### src/rtl/dm_pkg.sv
// Shared opcodes and the store-buffer entry layout.
package dm_pkg;
  localparam int SB_AW = 12;
  localparam int SB_DW = 32;

  localparam logic [5:0] OP_SB  = 6'b101000;
  localparam logic [5:0] OP_SW  = 6'b101011;
  localparam logic [5:0] OP_LB  = 6'b100000;
  localparam logic [5:0] OP_LBU = 6'b100100;

  // One buffered store, kept exactly as the MEM stage presented it.
  typedef struct packed {
    logic [5:0]       op;
    logic [SB_AW-1:0] addr;
    logic [SB_DW-1:0] data;
  } sb_entry_t;
endpackage

### src/rtl/sb_entry_array.sv
// DEPTH-entry register file for buffered stores: one write port, one read
// port, plus every slot's address exposed for the load-hazard compare.
module sb_entry_array
  import dm_pkg::*;
#(
  parameter  int DEPTH = 4,
  localparam int PTR_W = $clog2(DEPTH)
) (
  input  logic                        clk,
  input  logic                        wr_en,
  input  logic [PTR_W-1:0]            wr_idx,
  input  sb_entry_t                   wr_entry,
  input  logic [PTR_W-1:0]            rd_idx,
  output sb_entry_t                   rd_entry,
  output logic [DEPTH-1:0][SB_AW-1:0] addrs
);

  sb_entry_t mem [DEPTH];

  // Slot contents need no reset: occupancy is tracked by the pointers.
  always_ff @(posedge clk) begin
    if (wr_en) mem[wr_idx] <= wr_entry;
  end

  assign rd_entry = mem[rd_idx];

  for (genvar g = 0; g < DEPTH; g++) begin : g_addr
    assign addrs[g] = mem[g].addr;
  end
endmodule

### src/rtl/dm_store_buf.sv
// Store buffer in front of the data memory: FIFO of stores, drained one per
// free write-port cycle, with a word-granular load hazard over pending stores.
module dm_store_buf
  import dm_pkg::*;
#(
  parameter  int DEPTH = 4,
  parameter  int AW    = SB_AW,
  parameter  int DW    = SB_DW,
  localparam int PTR_W = $clog2(DEPTH)
) (
  input  logic             clk,
  input  logic             rst_n,
  input  logic             st_valid,
  input  logic [5:0]       st_op,
  input  logic [AW-1:0]    st_addr,
  input  logic [DW-1:0]    st_data,
  output logic             st_ready,
  input  logic             ld_valid,
  input  logic [AW-1:0]    ld_addr,
  output logic             ld_hazard,
  input  logic             dm_port_free,
  output logic             dm_WrEn,
  output logic [5:0]       dm_op,
  output logic [AW-1:0]    dm_Addr,
  output logic [DW-1:0]    dm_DataIn,
  output logic             sb_empty,
  output logic [PTR_W:0]   sb_count
);

  logic [PTR_W-1:0]            rd_ptr, wr_ptr;
  logic [PTR_W:0]              count;
  logic                        push, pop, hit;
  logic [PTR_W-1:0]            off;
  sb_entry_t                   wr_entry, rd_entry;
  logic [DEPTH-1:0][SB_AW-1:0] addrs;

  assign st_ready = (count != (PTR_W+1)'(DEPTH));
  assign sb_empty = (count == '0);
  assign sb_count = count;

  // Full blocks the push and empty blocks the pop, so no bypass path exists.
  assign push    = st_valid && st_ready;
  assign pop     = dm_WrEn;
  assign dm_WrEn = !sb_empty && dm_port_free;

  assign wr_entry  = '{op: st_op, addr: st_addr, data: st_data};
  assign dm_op     = rd_entry.op;
  assign dm_Addr   = rd_entry.addr;
  assign dm_DataIn = rd_entry.data;

  sb_entry_array #(.DEPTH(DEPTH)) u_array (
    .clk      (clk),
    .wr_en    (push),
    .wr_idx   (wr_ptr),
    .wr_entry (wr_entry),
    .rd_idx   (rd_ptr),
    .rd_entry (rd_entry),
    .addrs    (addrs)
  );

  // Pointer and occupancy update; reset discards everything pending.
  always_ff @(posedge clk or negedge rst_n) begin
    if (!rst_n) begin
      rd_ptr <= '0;
      wr_ptr <= '0;
      count  <= '0;
    end else begin
      if (push) wr_ptr <= wr_ptr + PTR_W'(1);
      if (pop)  rd_ptr <= rd_ptr + PTR_W'(1);
      count <= count + (PTR_W+1)'(push) - (PTR_W+1)'(pop);
    end
  end

  // Word compare against occupied slots only (distance from head < count),
  // so freed slots with stale addresses never raise a hazard.
  always_comb begin
    hit = 1'b0;
    off = '0;
    for (int i = 0; i < DEPTH; i++) begin
      off = PTR_W'(i) - rd_ptr;
      if (({1'b0, off} < count) && (addrs[i][AW-1:2] == ld_addr[AW-1:2]))
        hit = 1'b1;
    end
  end

  assign ld_hazard = ld_valid && hit;
endmodule

### config.mk
export PLATFORM = sky130hd
export DESIGN_NAME = dm_store_buf
export DESIGN_NICKNAME = d
export VERILOG_FILES = /design/src/rtl/dm_pkg.sv /design/src/rtl/sb_entry_array.sv /design/src/rtl/dm_store_buf.sv
export SDC_FILE = /design/constraint.sdc
export NUM_CORES = 1
export LEC_CHECK = 0
export ABC_AREA = 1
export BUFFER_PORTS_ARGS = -buffer_cell sky130_fd_sc_hd__buf_2
export CORE_AREA = 8 8 154 156
export CTS_CLUSTER_DIAMETER = 100
export DETAILED_ROUTE_END_ITERATION = 10
export DIE_AREA = 0 0 162 164
export PLACE_DENSITY = 0.68
export SETUP_SLACK_MARGIN = 0.05
export SYNTH_ARGS = -nofsm -noshare
export SYNTH_HDL_FRONTEND = slang
export SYNTH_HIERARCHICAL = 1
export SYNTH_SLANG_ARGS = --single-unit
### constraint.sdc
create_clock -name clk -period 4.6 [get_ports clk]
set_input_delay 0.92 -clock clk [delete_from_list [all_inputs] [get_ports clk]]
set_output_delay 0.92 -clock clk [all_outputs]
set_load 0.1 [all_outputs]
# [Yosys cells after proc, flatten, opt, wreduce, memory -nomap -nowiden]
# Memory sizes are Yosys's and may differ from the RTL's.
# Index checks and enable logic that the tools add are counted.
[op_classes] addsub=8 order_cmp=4 eq_ne=5 muxes=6 n_reduce_logical=9
[op_table] op="$eq A10 B10 Y1" count=4
[op_table] op="$lt A2 B3 Y1" count=4
[op_table] op="$logic_and A1 B1 Y1" count=7
[op_table] op="$mux W1" count=6
[op_table] op="$add A2 B1 Y2 const B" count=2
[op_table] op="$sub A1 B2 Y2 const A" count=2
[op_table] op="$sub A2 B2 Y2 const A" count=2
[op_table] op="$add A3 B1 Y3" count=1
[op_table] op="$logic_not A3 Y1" count=1
[op_table] op="$ne A3 B3 Y1 const B" count=1
[op_table] op="$sub A3 B1 Y3" count=1
[op_table] op="$logic_not A1 Y1" count=1
[totals] regBits=7 ram_bits=200 in_bits=67 output_inout_bits=57 word_cells=36 n_memories=1
[mem_list] memory="u_array.mem" depth=4 word_bits=50 rd=5 rd_clocked_by_memory_dff=0 write_ports=1 line="sb_entry_array.sv:18" text="sb_entry_t mem [DEPTH];"

# [Longest topological paths before layout]
# Gate-level depths: netlist of the first run.
[logic_depth] word_depth=8 depth_mapped=11 depth_no_buf=10

# [By module]
# Netlist of the first run, hierarchy kept.
[modules_own_cells] mod="sb_entry_array" instances=1 cells_per_inst=839 area_each_um2=8819.7 seq_area_each_um2=6005.8
[modules_own_cells] mod="dm_store_buf" instances=1 cells_per_inst=249 area_each_um2=1234.9 seq_area_each_um2=175.2

# [Worst setup path before layout of the first run]
# OpenSTA, ideal clock, no wires.
[synth_timing] path_type="register -> register" from="register count[1], in the netlist sb_count[1]" to="register count[2], in the netlist sb_count[2]" setup_ns=0.131 t_arrival_ns=5.958 path_slack_ns=-1.490 stages_incl_launch_ff=10 n_path_buf=0 period_less_slack_ns=6.090 cell_sequence="dfrtp_1 -> nor3_1 -> nor2_1 -> ha_1 -> inv_1 -> ha_1 -> inv_1 -> fa_1 -> xnor2_1 -> xor2_1"
[synth_via] elab_chain_cells=4 word_cells_on_any_way=7 cone_classes="2 x add/sub; 1 x eq/ne; 4 x reduce/logical"
[synth_rtl] element="start, declared" line="dm_store_buf.sv:31" text="logic [PTR_W:0] count;"
[synth_rtl] element="start signal, assigned" line="dm_store_buf.sv:70" text="count <= count + (PTR_W+1)'(push) - (PTR_W+1)'(pop);"
[synth_rtl] element="$logic_not A3 Y1" line="dm_store_buf.sv:38" text="assign sb_empty = (count == '0);"
[synth_rtl] element="via sb_empty" line="dm_store_buf.sv:26" text="output logic sb_empty,"
[synth_rtl] element="$logic_not A1 Y1" line="dm_store_buf.sv:44" text="assign dm_WrEn = !sb_empty && dm_port_free;"
[synth_rtl] element="$logic_and A1 B1 Y1" line="dm_store_buf.sv:44"
[synth_rtl] element="via dm_WrEn" line="dm_store_buf.sv:22" text="output logic dm_WrEn,"
[synth_rtl] element="$sub A3 B1 Y3" line="dm_store_buf.sv:70"
# The timed path passes the listed nets, and every way through them passes these cells.
# A chain may end at the register's enable or synchronous reset.

# [Worst setup path in the final report of the first run]
[layout_timing] from="register rd_ptr[1]" to="output ld_hazard"
[layout_via] elab_chain_cells=8 word_cells_on_any_way=17 cone_classes="4 x add/sub; 4 x order compare; 4 x mux; 5 x reduce/logical"
[layout_rtl] element="start, declared" line="dm_store_buf.sv:30" text="logic [PTR_W-1:0] rd_ptr, wr_ptr;"
[layout_rtl] element="start signal, assigned" line="dm_store_buf.sv:69" text="if (pop) rd_ptr <= rd_ptr + PTR_W'(1);"
[layout_rtl] element="$sub A1 B2 Y2" line="dm_store_buf.sv:80" text="off = PTR_W'(i) - rd_ptr;"
[layout_rtl] element="$lt A2 B3 Y1" line="dm_store_buf.sv:81" text="if (({1'b0, off} < count) && (addrs[i][AW-1:2] == ld_addr[AW-1:2]))"
[layout_rtl] element="$logic_and A1 B1 Y1" line="dm_store_buf.sv:81"
[layout_rtl] element="$mux W1 (3 in a row)" line="dm_store_buf.sv:81"
[layout_rtl] element="$mux W1 *" line="dm_store_buf.sv:81"
[layout_rtl] element="$logic_and A1 B1 Y1 *" line="dm_store_buf.sv:86" text="assign ld_hazard = ld_valid && hit;"
[layout_rtl] element="end, declared" line="dm_store_buf.sv:20" text="output logic ld_hazard,"
# Every way passes the cells marked *; elsewhere a longest branch is shown, timed or not.

==> run_results.csv, run 1 <==
group,metric,value,unit
grt,grtUsageTotal,15.4,%
routing,via_count,6584,
cts,clockRootBuffer,"clkbuf_16",
timing,hold_violations,0,
place,routabilityCongestion,0.784,
worst_setup_path,critPathCaptureType,"output port",
worst_setup_path,critical_path.max_fanout,47,
timing,grt_setup_unrepaired,"no",
routing,routed_wl,20200,microns
grt,grt_pass1_wl,32500,microns
cts,post_cts_resized,0,
routing,drt-initial-drc-count,362,
floorplan,die_height,164,microns
floorplan,core,0.0214,sq mm
worst_setup_path,r2r-end,"u_array/mem[0][12]",
worst_setup_path,r2r_cells,7,
routing,drt_pass1_iterations,5,
routing,wl_per_cell,13.9,microns
worst_setup_path,cp.required,3.68,ns
timing,setup_viol,0,
timing,worst_pin_slew,0.995,ns
cts,cts_sinks,207,
finish,area_growth_syn_to_layout,12.7,%
routing,avgViaCountPerCell,4.51,
synthesis,synth_nets,1154,
cts,cts_hold_buf,0,
finish,n_antenna_cell,0,
finish,fillerInstances,1865,
routing,route.detailed.drc,0,
synthesis,synth_cells,1080,
floorplan,num_rows,54,
cts,clkTransAtPathRegs,0.06,ns
grt,busiest_layer,"met2",
grt,grt_use_met1,17.6,%
timing,slew-limit-headroom,33.7,%
synthesis,syn-cell-area,0.00999,sq mm
finish,fin_util,52.8,%
timing,holdWs,0.249,ns
job,drv_cap,0,
cts,cts_max_level,1,
cts,clock_latency,0.50,ns
routing,ant_nets,0,
worst_setup_path,critical_path_class,"flop to output port",
cts,tritoncts,"done",
hold_path,hp-class,"input port to asynchronous set/reset pin",
place,portBuffers,121,
floorplan,start_util,46.8,%
timing,fin_skew,0.00893,ns
grt,antenna_found_initial,2,
place,dpl_cell_area,0.0106,sq mm
timing,clock.fmax,256,MHz
place,dp_hpwl,12300,microns
worst_setup_path,cp.arrival,2.99,ns
cts,cts_inserted_buffers,23,
timing,drv_slew,0,
cts,cts_setup_buffers,0,
worst_setup_path,reg2reg_slack,2.31,ns
worst_setup_path,cp-start-kind,"flop",
grt,grt_max_degree,92,
grt,met3_usage,3.26,%
grt,grt_pass1_vias,6537,
floorplan,die_area,0.0266,sq mm
floorplan,die_width,162,microns
timing,period_share,84.9,%
status,status,"complete, no violations",
timing,min_period,3.91,ns
floorplan,io-pin-count,124,
finish,fin_cells,1459,
grt,grt_overflow,0,
synthesis,yosysWarnings,6,
place,placedCellCount,1419,
finish,fin_nets,1238,
finish,design_area,0.0113,sq mm
finish,drive_gt1_share,15.9,%
worst_setup_path,rr_startpoint,"sb_count[1]",
grt,met2_usage,28.7,%
synthesis,syn_area_per_cell,9.25,sq um
cts,clock_path_buffers,3,
through the flow:
stage | setup WS, ns | setup TNS [ns]
floorplan | -0.0176 | -3.53
global placement | 1.19 | 0
detailed placement | 1.15 | 0
CTS | 0.609 | 0
global route | 0.447 | 0
finish | 0.692 | 0
critical path, stage by stage (launching register included):
cell and delay (ns):
dfrtp_2 0.47, buf_4 0.54, inv_1 0.14, ha_1 0.32, inv_1 0.04, a21oi_1 0.13, nor2_1 0.06, nor2_2 0.11
nand2_1 0.05, nand2_1 0.06, nor2_1 0.04, nor2_1 0.08, buf_2 0.43
placed cells by master (no fill, tap or decap), drive strengths merged:
master	n
buf	132
ha	6
fa	1
bufinv	1
clkbuf	30
xnor2	5
inv	262
nand2	373
nor3	5
nand4	1
dfrtp	7
a21oi	2
o21ai	1
nand3	105
nor2	33
edfxtp	200
xor2	4
clkinv	8
or2	3
registers in the layout, indices dropped and copies added, names as in the netlist:
signal / flops
u_array/mem: 200
wr_ptr: 2
sb_count: 3
rd_ptr: 2
how the worst max path moves through the flow:
stage                start                end
6_report         rd_ptr[1]          ld_hazard
5_1_grt          rd_ptr[1]          ld_hazard
4_1_cts          rd_ptr[1]          ld_hazard
3_5_place_dp     rd_ptr[1]          ld_hazard
3_3_place_gp     rd_ptr[1]          ld_hazard
2_1_floorplan  sb_count[1]  u_array/mem[0][0]
area by class of cell:
type | instances | area (sq um) | area share, %
timing repair buffer | 132 | 701 | 6.22
inverter | 261 | 981 | 8.71
multi-input combinational | 539 | 2360 | 20.9
clock buffer | 30 | 602 | 5.34
clock inverter | 10 | 87.6 | 0.778
tap | 280 | 350 | 3.11
sequential | 207 | 6190 | 54.9
routing by layer:
| layer | up-vias | part of all wire, % |
|---|---|---|
| met4 | 4 | 1.4 |
| met2 | 143 | 52 |
| met3 | 22 | 6.0 |
| li1 | 3424 | - |
| met5 | - | 0.11 |
| met1 | 2991 | 41 |
Power of run 1 is not shown: default switching activity piles up to over one toggle a cycle in this logic, so the estimate is an artifact.
==> inputs of run 2 (changes only) <==
==> constraint.sdc (replaced) <==
create_clock -name clk -period 3.41 [get_ports clk]
set_input_delay 0.682 -clock clk [delete_from_list [all_inputs] [get_ports clk]]
set_output_delay 0.682 -clock clk [all_outputs]
set_load 0.1 [all_outputs]
==> run_results.csv, run 2 (synthesis results as in run 1) <==
group,metric,value,unit
status,status,"complete, no violations",
cts,clkTransAtPathRegs,0.06,ns
timing,clock.fmax,315,MHz
worst_setup_path,r2r-end,"u_array/mem[0][49]",
routing,drt_pass1_iterations,4,
worst_setup_path,cp_num_buf_inv,3,
routing,wl_per_cell,14.2,microns
place,dp_hpwl,12900,microns
place,portBuffers,121,
finish,fin_nets,1240,
floorplan,core,0.0214,sq mm
cts,cts_max_level,1,
worst_setup_path,path_cells,"clkinv_2 > buf_4 > nand2_1 > nand3_1 > nand2_1 > buf_2",
worst_setup_path,critical_path_class,"flop to output port",
cts,cts_sinks,207,
timing,slew-limit-headroom,53.8,%
worst_setup_path,crit_end,"dm_DataIn[4]",
timing,fin_skew,0.00895,ns
routing,via_count,6729,
grt,grt_overflow,0,
place,pre_cts_slack,0.672,ns
routing,ant_nets,0,
floorplan,io-pin-count,124,
finish,largest_reg_flops,200,
grt,grt_max_degree,60,
worst_setup_path,cp-startpoint,"rd_ptr[0]",
worst_setup_path,cp-start-kind,"flop",
timing,hold_violations,0,
finish,largest-register,"u_array/mem",
worst_setup_path,cp.arrival,2.50,ns
cts,clockRootBuffer,"clkbuf_16",
worst_setup_path,critPathCaptureType,"output port",
finish,area_growth_syn_to_layout,17.9,%
timing,period_share,93.2,%
floorplan,die_width,162,microns
grt,grt_pass1_wl,33500,microns
finish,n_antenna_cell,0,
worst_setup_path,reg2reg_slack,1.23,ns
hold_path,hp-class,"input port to flop",
routing,route.detailed.drc,0,
finish,drive_gt1_share,16.4,%
cts,clock_latency,0.49,ns
grt,antenna_found_initial,4,
worst_setup_path,r2r_cells,7,
floorplan,die_height,164,microns
finish,most-common-layout-cells,"nand2_1, inv_1, edfxtp_1, nand3_1, buf_2",
worst_setup_path,crit_family,"buffers and inverters",
floorplan,start_util,46.8,%
finish,final_common_cell,"nand2_1",
timing,setup-tns-final,0,ns
worst_setup_path,cp_num_cells,6,
floorplan,die_area,0.0266,sq mm
floorplan,num_rows,54,
cts,cts_inserted_buffers,23,
timing,worst_pin_slew,0.693,ns
worst_setup_path,cp.required,2.73,ns
place,routabilityCongestion,0.793,
grt,grt_pass1_vias,6667,
routing,routed_wl,20700,microns
timing,drv_slew,0,
cts,tritoncts,"done",
worst_setup_path,rr_startpoint,"sb_count[0]",
routing,avgViaCountPerCell,4.61,
worst_setup_path,cpMostUsedCell,"nand2_1",
timing,min_period,3.18,ns
grt,grtUsageTotal,15.9,%
cts,clock_path_buffers,3,
routing,drt-initial-drc-count,473,
worst_setup_path,critPathSlowestCell,"dfrtp_4",
timing,setup_ws,0.233,ns
timing,setup_viol,0,
worst_setup_path,slowest_delay,0.55,ns
job,drv_cap,0,
timing,grt_setup_unrepaired,"no",
worst_setup_path,critical_path.max_fanout,28,
-- run 2: changes by cell type in the layout (fill, tap and decap cells not counted), sizes merged --
cell,before,now
dlygate4sd3,0,1
bufinv,1,2
clkinvlp,0,3
buf,132,133
clkinv,8,6
inv,262,260
-- run 2: metrics by stage --
stage | cell area [sq um] | cells | hold WS (ns) | utilization (%)
after floorplan | 10100 | 1080 | 0.386 | -
after global placement | 11100 | 1420 | 0.527 | 51.8
after detailed placement | 11100 | 1420 | 0.527 | 51.8
after CTS | 11800 | 1461 | 0.379 | 55.2
after global routing | 11800 | 1461 | 0.380 | 55.2
final | 11800 | 1461 | 0.398 | 55.2
-- run 2: per-layer routing --
layer / share of wire [%] / wire [microns] / vias up / GRT usage [%]
met4: 2.0 / 412 / 8 / 4.63
met3: 6.1 / 1260 / 43 / 3.76
met2: 50 / 10400 / 151 / 28.6
li1: - / - / 3433 / -
met1: 42 / 8620 / 3094 / 18.5
met5: 0.21 / 44 / - / 0
-- run 2: cell type report --
class / instances / area, sq um
Tap cell: 280 / 350
Fill cell: 1844 / 9570
Clock buffer: 30 / 602
Timing Repair Buffer: 134 / 1180
Clock inverter: 10 / 105
Inverter: 261 / 981
Multi-Input combinational cell: 539 / 2370
Sequential cell: 207 / 6190
-- run 2: repair_timing --
| action | in CTS | in global routing |
|---|---|---|
| hold endpoints to repair | 5 | 0 |
| setup endpoints to repair | 0 | 1 |
| resized for setup | 0 | 3 |
| hold buffers | 1 | 0 |
| setup buffers | 0 | 0 |
-- run 2: worst min-delay path by stage --
stage	from	to	slack (ns)	cells past startpoint
5_1_grt	st_data[12]	u_array/mem[2][12]	0.38	1
4_1_cts	st_data[29]	u_array/mem[3][29]	0.38	1
2_1_floorplan	rst_n	rd_ptr[0]	0.39	0
3_5_place_dp	rst_n	sb_count[2]	0.53	1
3_3_place_gp	rst_n	sb_count[2]	0.53	1
6_report	st_data[29]	u_array/mem[3][29]	0.40	1
-- run 2: worst reg2reg max path: cells and delay by family, from the launching register on --
kind                   cells  cell delay (ns)
DFF                        1             0.45
buffers and inverters      3             0.62
and+or+nand+nor            4             0.74
Power of run 2 is left out for the same reason.
